## src/rtl/mpt_pkg.sv

```systemverilog
// rtl/mpt_pkg.sv - shared defaults and record types for the MPT forwarding cache
package mpt_pkg;

   localparam int MPT_TXN_W    = 32;
   localparam int MPT_TAG_W    = 20;
   localparam int MPT_PPN_W    = 22;
   localparam int MPT_FB_DEPTH = 8;
   localparam int MPT_CNT_W    = 16;

   // One forwarding-buffer slot at the default geometry.
   typedef struct packed {
      logic                 valid;
      logic [MPT_TAG_W-1:0] tag;
      logic [MPT_PPN_W-1:0] ppn;
   } fb_entry_t;

   // Result bundle presented toward the Memory Stage at the default geometry.
   typedef struct packed {
      logic [MPT_TXN_W-1:0] data;
      logic                 hit;
      logic [MPT_PPN_W-1:0] ppn;
   } fb_result_t;

endpackage

```

## src/rtl/forwarding_buffer_cam.sv

```systemverilog
// rtl/forwarding_buffer_cam.sv - fully associative tag/PPN store with first-free and round-robin refill
module forwarding_buffer_cam
   import mpt_pkg::*;
#(
   parameter int TAG_WIDTH = MPT_TAG_W,
   parameter int PPN_WIDTH = MPT_PPN_W,
   parameter int DEPTH     = MPT_FB_DEPTH
) (
   input  logic                 clk_i,
   input  logic                 rst_i,
   input  logic                 flush_i,
   input  logic [TAG_WIDTH-1:0] lkp_tag_i,
   output logic                 lkp_hit_o,
   output logic [PPN_WIDTH-1:0] lkp_ppn_o,
   input  logic                 upd_valid_i,
   input  logic [TAG_WIDTH-1:0] upd_tag_i,
   input  logic [PPN_WIDTH-1:0] upd_ppn_i
);

   localparam int IDX_W = $clog2(DEPTH);

   logic [DEPTH-1:0]     valid_q;
   logic [TAG_WIDTH-1:0] tag_q [DEPTH];
   logic [PPN_WIDTH-1:0] ppn_q [DEPTH];
   logic [IDX_W-1:0]     ptr_q, ptr_d;

   logic [DEPTH-1:0]     lkp_match, upd_match;
   logic [IDX_W-1:0]     lkp_idx, upd_idx, free_idx, wr_idx;
   logic                 free_found, wr_en;

   // Compare both the lookup tag and the refill tag against every valid slot.
   always_comb begin
      lkp_match = '0;
      upd_match = '0;
      for (int i = 0; i < DEPTH; i++) begin
         lkp_match[i] = valid_q[i] && (tag_q[i] == lkp_tag_i);
         upd_match[i] = valid_q[i] && (tag_q[i] == upd_tag_i);
      end
   end

   // Tags are unique, so OR-ing indices of set bits encodes the one-hot match.
   always_comb begin
      lkp_idx = '0;
      upd_idx = '0;
      for (int i = 0; i < DEPTH; i++) begin
         if (lkp_match[i]) lkp_idx = lkp_idx | IDX_W'(i);
         if (upd_match[i]) upd_idx = upd_idx | IDX_W'(i);
      end
   end

   // Lowest-index invalid slot; scanning downward leaves the smallest index last.
   always_comb begin
      free_found = 1'b0;
      free_idx   = '0;
      for (int i = DEPTH - 1; i >= 0; i--) begin
         if (!valid_q[i]) begin
            free_found = 1'b1;
            free_idx   = IDX_W'(i);
         end
      end
   end

   assign lkp_hit_o = |lkp_match;
   assign lkp_ppn_o = lkp_hit_o ? ppn_q[lkp_idx] : '0;

   // Refill target: existing tag first, then a free slot, else evict at the pointer.
   always_comb begin
      wr_en  = upd_valid_i && !flush_i;
      wr_idx = ptr_q;
      ptr_d  = ptr_q;
      if (|upd_match) begin
         wr_idx = upd_idx;
      end else if (free_found) begin
         wr_idx = free_idx;
      end else if (wr_en) begin
         ptr_d = (ptr_q == IDX_W'(DEPTH - 1)) ? '0 : ptr_q + 1'b1;
      end
   end

   // Valid bits and replacement pointer; flush empties the table.
   always_ff @(posedge clk_i) begin
      if (rst_i || flush_i) begin
         valid_q <= '0;
         ptr_q   <= '0;
      end else begin
         ptr_q <= ptr_d;
         if (wr_en) valid_q[wr_idx] <= 1'b1;
      end
   end

   // Slot payload; meaningless while the valid bit is clear, so left unreset.
   always_ff @(posedge clk_i) begin
      if (wr_en) begin
         tag_q[wr_idx] <= upd_tag_i;
         ppn_q[wr_idx] <= upd_ppn_i;
      end
   end

endmodule

```

## src/rtl/mpt_forwarding_cache.sv

```systemverilog
// rtl/mpt_forwarding_cache.sv - PPN forwarding cache between MPTE parsing and the Memory Stage
module mpt_forwarding_cache
   import mpt_pkg::*;
#(
   parameter int TRANSACTION_DATA_WIDTH  = MPT_TXN_W,
   parameter int TAG_WIDTH               = MPT_TAG_W,
   parameter int PPN_WIDTH               = MPT_PPN_W,
   parameter int FORWARDING_BUFFER_DEPTH = MPT_FB_DEPTH,
   parameter int CNT_WIDTH               = MPT_CNT_W
) (
   input  logic                              clk_i,
   input  logic                              rst_i,
   input  logic                              flush_i,
   input  logic                              lkp_valid_i,
   output logic                              lkp_ready_o,
   input  logic [TAG_WIDTH-1:0]              lkp_tag_i,
   input  logic [TRANSACTION_DATA_WIDTH-1:0] lkp_data_i,
   input  logic                              upd_valid_i,
   output logic                              upd_ready_o,
   input  logic [TAG_WIDTH-1:0]              upd_tag_i,
   input  logic [PPN_WIDTH-1:0]              upd_ppn_i,
   output logic                              out_valid_o,
   input  logic                              out_ready_i,
   output logic [TRANSACTION_DATA_WIDTH-1:0] out_data_o,
   output logic                              out_hit_o,
   output logic [PPN_WIDTH-1:0]              out_ppn_o,
   output logic [CNT_WIDTH-1:0]              hit_cnt_o,
   output logic [CNT_WIDTH-1:0]              miss_cnt_o
);

   logic                              out_valid_q, out_valid_d;
   logic [TRANSACTION_DATA_WIDTH-1:0] out_data_q, out_data_d;
   logic                              out_hit_q, out_hit_d;
   logic [PPN_WIDTH-1:0]              out_ppn_q, out_ppn_d;
   logic [CNT_WIDTH-1:0]              hit_cnt_q, hit_cnt_d;
   logic [CNT_WIDTH-1:0]              miss_cnt_q, miss_cnt_d;

   logic                 lkp_fire;
   logic                 tbl_hit, byp_hit, res_hit;
   logic [PPN_WIDTH-1:0] tbl_ppn, res_ppn;

   assign upd_ready_o = 1'b1;
   assign lkp_ready_o = !flush_i && (!out_valid_q || out_ready_i);
   assign lkp_fire    = lkp_valid_i && lkp_ready_o;

   forwarding_buffer_cam #(
      .TAG_WIDTH (TAG_WIDTH),
      .PPN_WIDTH (PPN_WIDTH),
      .DEPTH     (FORWARDING_BUFFER_DEPTH)
   ) u_cam (
      .clk_i       (clk_i),
      .rst_i       (rst_i),
      .flush_i     (flush_i),
      .lkp_tag_i   (lkp_tag_i),
      .lkp_hit_o   (tbl_hit),
      .lkp_ppn_o   (tbl_ppn),
      .upd_valid_i (upd_valid_i),
      .upd_tag_i   (upd_tag_i),
      .upd_ppn_i   (upd_ppn_i)
   );

   // Same-cycle refill of the looked-up tag wins over the pre-edge table contents.
   always_comb begin
      byp_hit = upd_valid_i && (upd_tag_i == lkp_tag_i);
      res_hit = byp_hit || tbl_hit;
      res_ppn = byp_hit ? upd_ppn_i : tbl_ppn;
   end

   // Output stage and statistics: load on accept, drain on ready, kill on flush.
   always_comb begin
      out_valid_d = out_valid_q;
      out_data_d  = out_data_q;
      out_hit_d   = out_hit_q;
      out_ppn_d   = out_ppn_q;
      hit_cnt_d   = hit_cnt_q;
      miss_cnt_d  = miss_cnt_q;
      if (flush_i) begin
         out_valid_d = 1'b0;
      end else if (lkp_fire) begin
         out_valid_d = 1'b1;
         out_data_d  = lkp_data_i;
         out_hit_d   = res_hit;
         out_ppn_d   = res_ppn;
         if (res_hit) begin
            if (hit_cnt_q != {CNT_WIDTH{1'b1}}) hit_cnt_d = hit_cnt_q + 1'b1;
         end else begin
            if (miss_cnt_q != {CNT_WIDTH{1'b1}}) miss_cnt_d = miss_cnt_q + 1'b1;
         end
      end else if (out_ready_i) begin
         out_valid_d = 1'b0;
      end
   end

   // Output register and counters.
   always_ff @(posedge clk_i) begin
      if (rst_i) begin
         out_valid_q <= 1'b0;
         out_data_q  <= '0;
         out_hit_q   <= 1'b0;
         out_ppn_q   <= '0;
         hit_cnt_q   <= '0;
         miss_cnt_q  <= '0;
      end else begin
         out_valid_q <= out_valid_d;
         out_data_q  <= out_data_d;
         out_hit_q   <= out_hit_d;
         out_ppn_q   <= out_ppn_d;
         hit_cnt_q   <= hit_cnt_d;
         miss_cnt_q  <= miss_cnt_d;
      end
   end

   assign out_valid_o = out_valid_q;
   assign out_data_o  = out_data_q;
   assign out_hit_o   = out_hit_q;
   assign out_ppn_o   = out_ppn_q;
   assign hit_cnt_o   = hit_cnt_q;
   assign miss_cnt_o  = miss_cnt_q;

endmodule

```

## config.mk

```make
export PLATFORM = sky130hd
export DESIGN_NAME = mpt_forwarding_cache
export DESIGN_NICKNAME = d
export VERILOG_FILES = /design/src/rtl/mpt_pkg.sv /design/src/rtl/forwarding_buffer_cam.sv /design/src/rtl/mpt_forwarding_cache.sv
export SDC_FILE = /design/constraint.sdc
export NUM_CORES = 1
export LEC_CHECK = 0
export BUFFER_PORTS_ARGS = -buffer_cell sky130_fd_sc_hd__clkbuf_2
export CAP_MARGIN = 5
export CORE_ASPECT_RATIO = 0.75
export CORE_MARGIN = 10
export CORE_UTILIZATION = 53
export DETAILED_ROUTE_END_ITERATION = 8
export PLACE_DENSITY = 0.73
export SYNTH_ARGS = -nofsm -noshare
export SYNTH_HDL_FRONTEND = slang
export SYNTH_SLANG_ARGS = --single-unit
```

## constraint.sdc

```tcl
create_clock -name clk_i -period 7.3 [get_ports clk_i]
set_clock_uncertainty 0.05 [all_clocks]
set_input_delay 1.095 -clock clk_i [delete_from_list [all_inputs] [get_ports clk_i]]
set_output_delay 1.095 -clock clk_i [all_outputs]
set_load 0.01 [all_outputs]
```

==> metrics.json, run 1 <==
{
  "timing": {
    "worst_slew_pin_slew_ns": 1.209,
    "fin_crit_sh_pct": 65.66,
    "totalNegativeSetupSlack_ns": 0,
    "finalHoldWorstSlack_ns": 0.4035,
    "achievable-frequency_ghz": 0.2086,
    "unrepaired_setup_endpoints_after_global_routing": "false",
    "relSlewSlack_pct": 18.82,
    "worst_slack_ns": 2.507,
    "timing.final.crit_period_ns": 4.793,
    "finalMaxSlewViolations": 0,
    "timing_hold_violations_final": 0,
    "timing.final.setup_violations": 0
  },
  "drt": {
    "drt_wl_total_mm": 57.27,
    "dr.pass1.iters": 5,
    "via_count": 13470,
    "drt_first_iter_violations": 1550,
    "wl_per_cell_um": 25.54,
    "route.detailed.drc": 0,
    "antenna_violating_nets_post_route": 0,
    "detailed_route_vias_per_instance": 6.009
  },
  "clock_network": {
    "clk_root_buffer_cell": "sky130_fd_sc_hd__clkbuf_16",
    "clkTransAtPathRegs_ns": 0.06,
    "htree_levels": 2,
    "clk_path_buf_depth": 3,
    "cts.hold.buffers_added": 0,
    "cts_resized": 0,
    "tritoncts_clock_tree": "done",
    "postCtsSetupRepairBufs": 0,
    "number_of_sinks_handled_by_clock_tree_synthesis": 435,
    "insertion_delay_ns": 0.56,
    "cts_made_buffers": 43
  },
  "synth": {
    "synth_area_per_cell_um2": 12.99,
    "synthesis_stage_register_bit_count": 435,
    "synth_enable_flop_cells": 336,
    "area_share_of_the_largest_cell_type_after_synthesis_pct": 50.69,
    "leading_post_synthesis_cells_by_cell_area": "sky130_fd_sc_hd__edfxtp_1, sky130_fd_sc_hd__xnor2_1, sky130_fd_sc_hd__dfxtp_1",
    "syn-instance-count": 1532,
    "asyncSetResetFlopFracSynth_pct": 0,
    "synth_seq_area_share_pct": 60.64,
    "ys.flop_type": "sky130_fd_sc_hd__edfxtp_1",
    "synth_cell_types": 60,
    "synthesis.area_mm2": 0.01991,
    "mappedNetlistNets": 1636,
    "synth-warning-count": 0,
    "netlist.top_cell.by_area": "sky130_fd_sc_hd__edfxtp_1"
  },
  "power_and_ir_drop": {
    "power.ir.vdd_worst_mv": 0.1529,
    "cellPowerDensity_mw_per_mm2": 227.2,
    "internal_power_w": 0.003976,
    "power_frac_clock_pct": 41.0,
    "p_switching_w": 0.001158,
    "p_total_w": 0.005135,
    "pwr-share-seq_pct": 52.6,
    "cellLeakagePower_nw": 7.477,
    "p_comb_share_pct": 6.4,
    "swShare_pct": 22.56
  },
  "floorplanning": {
    "die_extent_in_y_um": 187.8,
    "floorplan.initialDensity_pct": 53.67,
    "dieArea_mm2": 0.04579,
    "floorplan.io_pins": 190,
    "std_cell_rows": 61,
    "die_width_um": 243.8,
    "area_of_the_core_mm2": 0.03709
  },
  "worst_setup_path": {
    "path_delay_family": "compound AO/OA/AOI/OAI gates",
    "cp_data_arrival_time_ns": 5.17,
    "critical_path.startpoint_type": "primary input",
    "cp_cell_sequence": "clkbuf_2, xor2_1, or4b_1, or4_1, o22ai_1, a311o_2, buf_12, mux2_2, o221ai_1, o21ai_1",
    "required_ns": 7.68,
    "timing.critical_path.fanout_max": 54,
    "end_kind": "register",
    "cpPeakStageDelay_ns": 0.86,
    "critical_path_buf_inv_count": 2,
    "worst_path_max_delay_cell": "sky130_fd_sc_hd__a311o_2",
    "setup.worst_path.class": "primary input to register"
  },
  "placed_design": {
    "detailed_place_hpwl_mm": 37.82,
    "port-buffer-count": 188,
    "place_ws_ns": 1.998,
    "place_congestion": 0.9934
  },
  "grt": {
    "grt_pass1_vias": 13210,
    "global_route.overflow_total": 0,
    "initial_antenna_violation_count": 4,
    "grt_pass1_wl_mm": 84.21,
    "maximum_number_of_pins_on_one_net_before_global_route_repair": 85,
    "globalRouteTotalUtil_pct": 24.12
  },
  "min_path": {
    "min-delay-path-class": "register to register"
  },
  "run": {
    "timing.max_cap.violations": 0
  },
  "layout": {
    "nets": 1806,
    "final_layout_size_suffix_gt1_share_pct": 19.20,
    "area_delta_synth_final_pct": 13.53
  },
  "status": {
    "run_status": "finished, final reports clean"
  }
}
==> power groups by stage <==
stage | sequential [W] | combinational, W | clock (W)
finish | 0.00270 | 0.000330 | 0.00211
global route | 0.00270 | 0.000349 | 0.00223
CTS | 0.00270 | 0.000323 | 0.00213
detailed placement | 0.00275 | 0.000322 | 0
global placement | 0.00275 | 0.000318 | 0
floorplan | 0.00276 | 0.000182 | 0
==> kinds of logic after synthesis <==
logic type	count (synthesis)	share of synthesized area (%)
compound gates	195	6.524
mux	97	5.185
xor+xnor	341	15.00
fa+ha+maj	4	0.2514
buf+inv	94	2.414
other cells	1	0.01884
simple gates	365	9.962
flops	435	60.64
==> final timing paths <==
kind	start	to	slack [ns]	cells past startpoint
min reg2reg	out_data_o[18]$_SDFFE_PP0P_	out_data_o[18]$_SDFFE_PP0P_	0.40	2
min	out_data_o[18]$_SDFFE_PP0P_	out_data_o[18]$_SDFFE_PP0P_	0.40	2
max	lkp_tag_i[5]	out_ppn_o[6]$_SDFFE_PP0P_	2.51	10
max reg2reg	u_cam.tag_q[7][2]$_DFFE_PP_	out_ppn_o[6]$_SDFFE_PP0P_	2.91	9
==> area by class of cell <==
| type | count | area, um^2 |
|---|---|---|
| diodes | 4 | 10.01 |
| clock buffers | 61 | 1160 |
| clock inverters | 16 | 142.6 |
| fillers | 2931 | 14490 |
| inverters | 8 | 30.03 |
| multi-input cells | 1003 | 7416 |
| flip-flops and latches | 435 | 12070 |
| well taps | 504 | 630.6 |
| repair buffers | 211 | 1139 |
==> state kept, by name, indices dropped and copies added, names as in the netlist <==
name           flops
u_cam.tag_q      160
u_cam.ptr_q        3
out_ppn_o         22
out_data_o        32
out_valid_o        1
u_cam.ppn_q      176
out_hit_o          1
hit_cnt_o         16
u_cam.valid_q      8
miss_cnt_o        16
==> cell usage after synthesis (all sizes together) (2+ instances only) <==
cell type	instances
or4b	2
nand2	82
and2	4
and3	24
dfxtp	99
o21ai	41
a21oi	54
xor2	86
or2	2
inv	8
nor2	33
o221ai	22
a22oi	27
nor4	38
and3b	2
nor4b	2
and4	5
buf	41
nor3b	5
nor3	14
ha	4
mux2i	48
a22o	22
a31o	6
nand4b	3
or4	4
a21o	2
nor2b	8
o21a	9
clkbuf	45
nand3	47
nand4	67
nand2b	8
xnor2	255
mux2	49
edfxtp	336
a21boi	3
or3	14
==> worst min-delay path, cell delays in order, from the launching register on <==
cell,delay (ns)
sky130_fd_sc_hd__dfxtp_1,0.30
sky130_fd_sc_hd__nand2_1,0.05
sky130_fd_sc_hd__a21oi_1,0.05
==> cell usage in the layout, fill, tap and decap left out, types with 36 or more instances in the layout <==
cell type	count
sky130_fd_sc_hd__nor4_1	36
sky130_fd_sc_hd__xnor2_1	255
sky130_fd_sc_hd__dfxtp_1	99
sky130_fd_sc_hd__a21oi_1	54
sky130_fd_sc_hd__nand4_1	67
sky130_fd_sc_hd__clkbuf_16	43
sky130_fd_sc_hd__mux2_2	44
sky130_fd_sc_hd__xor2_1	86
sky130_fd_sc_hd__nand3_1	47
sky130_fd_sc_hd__nand2_1	82
sky130_fd_sc_hd__mux2i_1	48
sky130_fd_sc_hd__edfxtp_1	336
sky130_fd_sc_hd__clkbuf_2	190
==> per-layer routing <==
layer	global-route usage, %	part of all wire, %
met4	5.554	1.8
met1	33.97	43
met3	8.393	13
met5	0	0.023
met2	35.11	43
==> per-stage QoR <==
| stage | area, um^2 | util, % | cells |
|---|---|---|---|
| 6_report | 22600 | 60.93 | 2242 |
| 5_1_grt | 22590 | 60.91 | 2240 |
| 4_1_cts | 22590 | 60.90 | 2238 |
| 3_5_place_dp | 21290 | 57.39 | 2161 |
| 3_3_place_gp | 21290 | 57.39 | 2161 |
| 2_1_floorplan | 19910 | - | 1532 |
Power figures use the tool's default switching activity.
==> run 2: changes to the inputs <==
==> constraint.sdc (replaced) <==
create_clock -name clk_i -period 4.8 [get_ports clk_i]
set_clock_uncertainty 0.05 [all_clocks]
set_input_delay 0.72 -clock clk_i [delete_from_list [all_inputs] [get_ports clk_i]]
set_output_delay 0.72 -clock clk_i [all_outputs]
set_load 0.01 [all_outputs]
==> run 2 against run 1 <==
Flip-flop and latch count stayed put. Clock power is 67% higher. Critical path depth fell by 1. Combinational power grew 58%. Setup slack got worse by 1.7 ns. Critical path type unchanged. Largest cell class unchanged.
==> metrics.json, run 2 (synthesis results as in run 1) <==
{
  "layout": {
    "largest_reg_flops": {"value": 176, "change": "unchanged"},
    "nets": {"value": 1838, "change": "was 1806"},
    "layout_common_cells": {"value": "sky130_fd_sc_hd__edfxtp_1, sky130_fd_sc_hd__xnor2_1, sky130_fd_sc_hd__clkbuf_2", "change": "unchanged"},
    "mostFrequentLayoutCell": {"value": "sky130_fd_sc_hd__edfxtp_1", "change": "unchanged"},
    "num_antenna_cells": {"value": 0, "change": "was 4"},
    "nFillCells": {"value": 2908, "change": "was 2931"},
    "finalNonFillerCells": {"value": 2270, "change": "was 2242"},
    "final_layout_size_suffix_gt1_share": {"value": 21.46, "unit": "%", "change": "was 19.20%"},
    "area_delta_synth_final": {"value": 16.08, "unit": "%", "change": "was 13.53%"},
    "max_flop_register": {"value": "u_cam.ppn_q", "change": "unchanged"}
  },
  "timing": {
    "worst_slack": {"value": 0.8501, "unit": "ns", "change": "was 2.507 ns"},
    "worst_slew_pin_slew": {"value": 1.032, "unit": "ns", "change": "was 1.209 ns"},
    "unrepaired_setup_endpoints_after_global_routing": {"value": "false", "change": "unchanged"},
    "finalMaxSlewViolations": {"value": 0, "change": "unchanged"},
    "achievable-frequency_ghz": 0.2532,
    "timing.final.crit_period_ns": 3.950,
    "fin_crit_sh_pct": 82.29,
    "totalNegativeSetupSlack": {"value": 0, "unit": "ns", "change": "unchanged"},
    "timing.final.setup_violations": {"value": 0, "change": "unchanged"},
    "timing_hold_violations_final": {"value": 0, "change": "unchanged"},
    "relSlewSlack": {"value": 31.13, "unit": "%", "change": "was 18.82%"}
  },
  "floorplanning": {
    "dieArea": {"value": 0.04579, "unit": "mm^2", "change": "unchanged"},
    "die_extent_in_y": {"value": 187.8, "unit": "um", "change": "unchanged"},
    "die_width": {"value": 243.8, "unit": "um", "change": "unchanged"},
    "area_of_the_core": {"value": 0.03709, "unit": "mm^2", "change": "unchanged"},
    "floorplan.io_pins": {"value": 190, "change": "unchanged"},
    "floorplan.initialDensity": {"value": 53.67, "unit": "%", "change": "unchanged"},
    "std_cell_rows": {"value": 61, "change": "unchanged"}
  },
  "clock_network": {
    "cts.hold.buffers_added": {"value": 0, "change": "unchanged"},
    "cts_made_buffers": {"value": 43, "change": "unchanged"},
    "clk_root_buffer_cell": {"value": "sky130_fd_sc_hd__clkbuf_16", "change": "unchanged"},
    "htree_levels": {"value": 2, "change": "unchanged"},
    "tritoncts_clock_tree": {"value": "done", "change": "unchanged"},
    "postCtsSetupRepairBufs": {"value": 0, "change": "unchanged"},
    "insertion_delay": {"value": 0.56, "unit": "ns", "change": "about the same"},
    "clk_path_buf_depth": {"value": 3, "change": "unchanged"},
    "number_of_sinks_handled_by_clock_tree_synthesis": {"value": 435, "change": "unchanged"},
    "clkTransAtPathRegs": {"value": 0.06, "unit": "ns", "change": "about the same"},
    "cts_resized": {"value": 0, "change": "unchanged"}
  },
  "grt": {
    "grt_pass1_vias": {"value": 13480, "change": "was 13210"},
    "initial_antenna_violation_count": {"value": 2, "change": "was 4"},
    "met2_usage": {"value": 37.51, "unit": "%", "change": "was 35.11%"},
    "gr-max-usage-layer": {"value": "met2", "change": "unchanged"},
    "grt_pass1_wl": {"value": 87.83, "unit": "mm", "change": "was 84.21 mm"},
    "maximum_number_of_pins_on_one_net_before_global_route_repair": {"value": 85, "change": "unchanged"},
    "global_route.overflow_total": {"value": 0, "change": "unchanged"},
    "globalRouteTotalUtil": {"value": 25.33, "unit": "%", "change": "was 24.12%"},
    "grt.met3_usage": {"value": 7.001, "unit": "%", "change": "was 8.393%"},
    "grtUsageMet1": {"value": 36.44, "unit": "%", "change": "was 33.97%"}
  },
  "worst_setup_path": {
    "end_kind": {"value": "register", "change": "unchanged"},
    "required": {"value": 4.98, "unit": "ns", "change": "was 7.68 ns"},
    "reg2reg_from": {"value": "u_cam.tag_q[2][18]$_DFFE_PP_", "change": "was u_cam.tag_q[7][2]$_DFFE_PP_"},
    "cp_data_arrival_time": {"value": 4.13, "unit": "ns", "change": "was 5.17 ns"},
    "critical_path.startpoint_type": {"value": "primary input", "change": "unchanged"},
    "worstReg2RegEnd": {"value": "u_cam.tag_q[2][4]$_DFFE_PP_", "change": "was out_ppn_o[6]$_SDFFE_PP0P_"},
    "timing.critical_path.fanout_max": {"value": 17, "change": "was 54"},
    "rr_worst_depth": {"value": 8, "change": "was 9"},
    "timing.reg2reg.setup_slack": {"value": 1.06, "unit": "ns", "change": "was 2.91 ns"},
    "setup.worst_path.class": {"value": "primary input to register", "change": "unchanged"}
  },
  "power_and_ir_drop": {
    "power.ir.vdd_worst": {"value": 0.4847, "unit": "mV", "change": "was 0.1529 mV"},
    "cellPowerDensity": {"value": 352.4, "unit": "mW/mm^2", "change": "was 227.2 mW/mm^2"},
    "cellLeakagePower": {"value": 7.746, "unit": "nW", "change": "was 7.477 nW"}
  },
  "drt": {
    "antenna_violating_nets_post_route": {"value": 0, "change": "unchanged"},
    "route.detailed.drc": {"value": 0, "change": "unchanged"},
    "detailed_route_vias_per_instance": {"value": 6.024, "change": "was 6.009"},
    "wl_per_cell": {"value": 26.38, "unit": "um", "change": "was 25.54 um"},
    "drt_first_iter_violations": {"value": 1414, "change": "was 1550"},
    "via_count": {"value": 13670, "change": "was 13470"},
    "dr.pass1.iters": {"value": 7, "change": "was 5"},
    "drt_wl_total": {"value": 59.89, "unit": "mm", "change": "was 57.27 mm"}
  },
  "min_path": {
    "holdPathStages": {"value": 3, "change": "was 2"},
    "worstHoldStart": {"value": "lkp_data_i[11]", "change": "was out_data_o[18]$_SDFFE_PP0P_"},
    "min-delay-path-class": {"value": "primary input to register", "change": "was register to register"},
    "worstHoldEndpoint": {"value": "out_data_o[11]$_SDFFE_PP0P_", "change": "was out_data_o[18]$_SDFFE_PP0P_"}
  },
  "placed_design": {
    "place_congestion": {"value": 0.9626, "change": "was 0.9934"},
    "place_ws": {"value": 0.3684, "unit": "ns", "change": "was 1.998 ns"},
    "dpl.cell_count": {"value": 2193, "change": "was 2161"},
    "port-buffer-count": {"value": 188, "change": "unchanged"},
    "detailed_place_hpwl": {"value": 41.55, "unit": "mm", "change": "was 37.82 mm"}
  },
  "status": {
    "run_status": {"value": "finished, final reports clean", "change": "unchanged"}
  },
  "run": {
    "timing.max_cap.violations": {"value": 0, "change": "unchanged"}
  }
}
run 2: cell count changes in the layout (fill, tap and decap cells not counted), moves of 2 or more:
cell	delta
sky130_fd_sc_hd__diode_2	-4
sky130_fd_sc_hd__bufinv_16	+3
sky130_fd_sc_hd__clkinvlp_4	+3
sky130_fd_sc_hd__clkbuf_8	+3
sky130_fd_sc_hd__clkinv_1	-6
sky130_fd_sc_hd__buf_4	+24
sky130_fd_sc_hd__clkbuf_16	+2
sky130_fd_sc_hd__buf_12	+8
sky130_fd_sc_hd__clkbuf_1	-8
run 2: final cells by class:
type	instances	area, um^2	share of cell area [%]
tap	504	630.6	2.729
clock buffer	59	1229	5.317
clock inverter	18	246.5	1.067
inverter	8	30.03	0.1299
timing repair buffer	243	1479	6.400
sequential	435	12070	52.24
multi-input combinational	1003	7422	32.12
run 2: metal layers:
layer | part of all wire, % | wire, um
met5 | 0.017 | 10
met4 | 1.6 | 957
met3 | 11 | 6786
met2 | 43 | 25980
met1 | 44 | 26160
run 2: worst max-delay path: stages:
cell	delay [ns]
sky130_fd_sc_hd__clkbuf_2	0.46
sky130_fd_sc_hd__xor2_1	0.44
sky130_fd_sc_hd__nor4_1	0.14
sky130_fd_sc_hd__and3_1	0.21
sky130_fd_sc_hd__a22oi_1	0.42
sky130_fd_sc_hd__nand4_1	0.25
sky130_fd_sc_hd__o21ai_1	0.68
sky130_fd_sc_hd__nor3b_2	0.43
sky130_fd_sc_hd__buf_4	0.34
run 2: worst max-delay path by stage:
| stage | endpoint | cells past startpoint | from | slack (ns) |
|---|---|---|---|---|
| finish | u_cam.tag_q[2][4]$_DFFE_PP_ | 9 | upd_tag_i[18] | 0.85 |
| global route | u_cam.tag_q[2][2]$_DFFE_PP_ | 9 | upd_tag_i[14] | 0.71 |
| CTS | u_cam.tag_q[2][10]$_DFFE_PP_ | 9 | upd_tag_i[14] | 0.94 |
| detailed placement | u_cam.tag_q[2][4]$_DFFE_PP_ | 9 | upd_tag_i[14] | 0.37 |
| global placement | u_cam.tag_q[0][19]$_DFFE_PP_ | 9 | upd_tag_i[14] | 0.30 |
| floorplan | u_cam.ppn_q[2][0]$_DFFE_PP_ | 8 | upd_tag_i[0] | -1.46 |
run 2: stage by stage:
| step | util, % | power [W] | hold WS [ns] | area [um^2] |
|---|---|---|---|---|
| after detailed placement | 58.32 | 0.004700 | 0.3968 | 21630 |
| after floorplan | - | 0.004469 | 0.4305 | 19910 |
| final | 62.30 | 0.008144 | 0.3379 | 23110 |
| after CTS | 62.30 | 0.008185 | 0.3181 | 23110 |
| after global placement | 58.32 | 0.004696 | 0.3911 | 21630 |
| after global routing | 62.30 | 0.008389 | 0.3349 | 23110 |
run 2: power by group:
group / leakage, nW / internal, W / switching (W) / total [W]
combinational: 3.19 / 0.000179 / 0.000344 / 0.000523
clock: 0.720 / 0.00207 / 0.00144 / 0.00352
sequential: 3.84 / 0.00409 / 0.0000195 / 0.00411
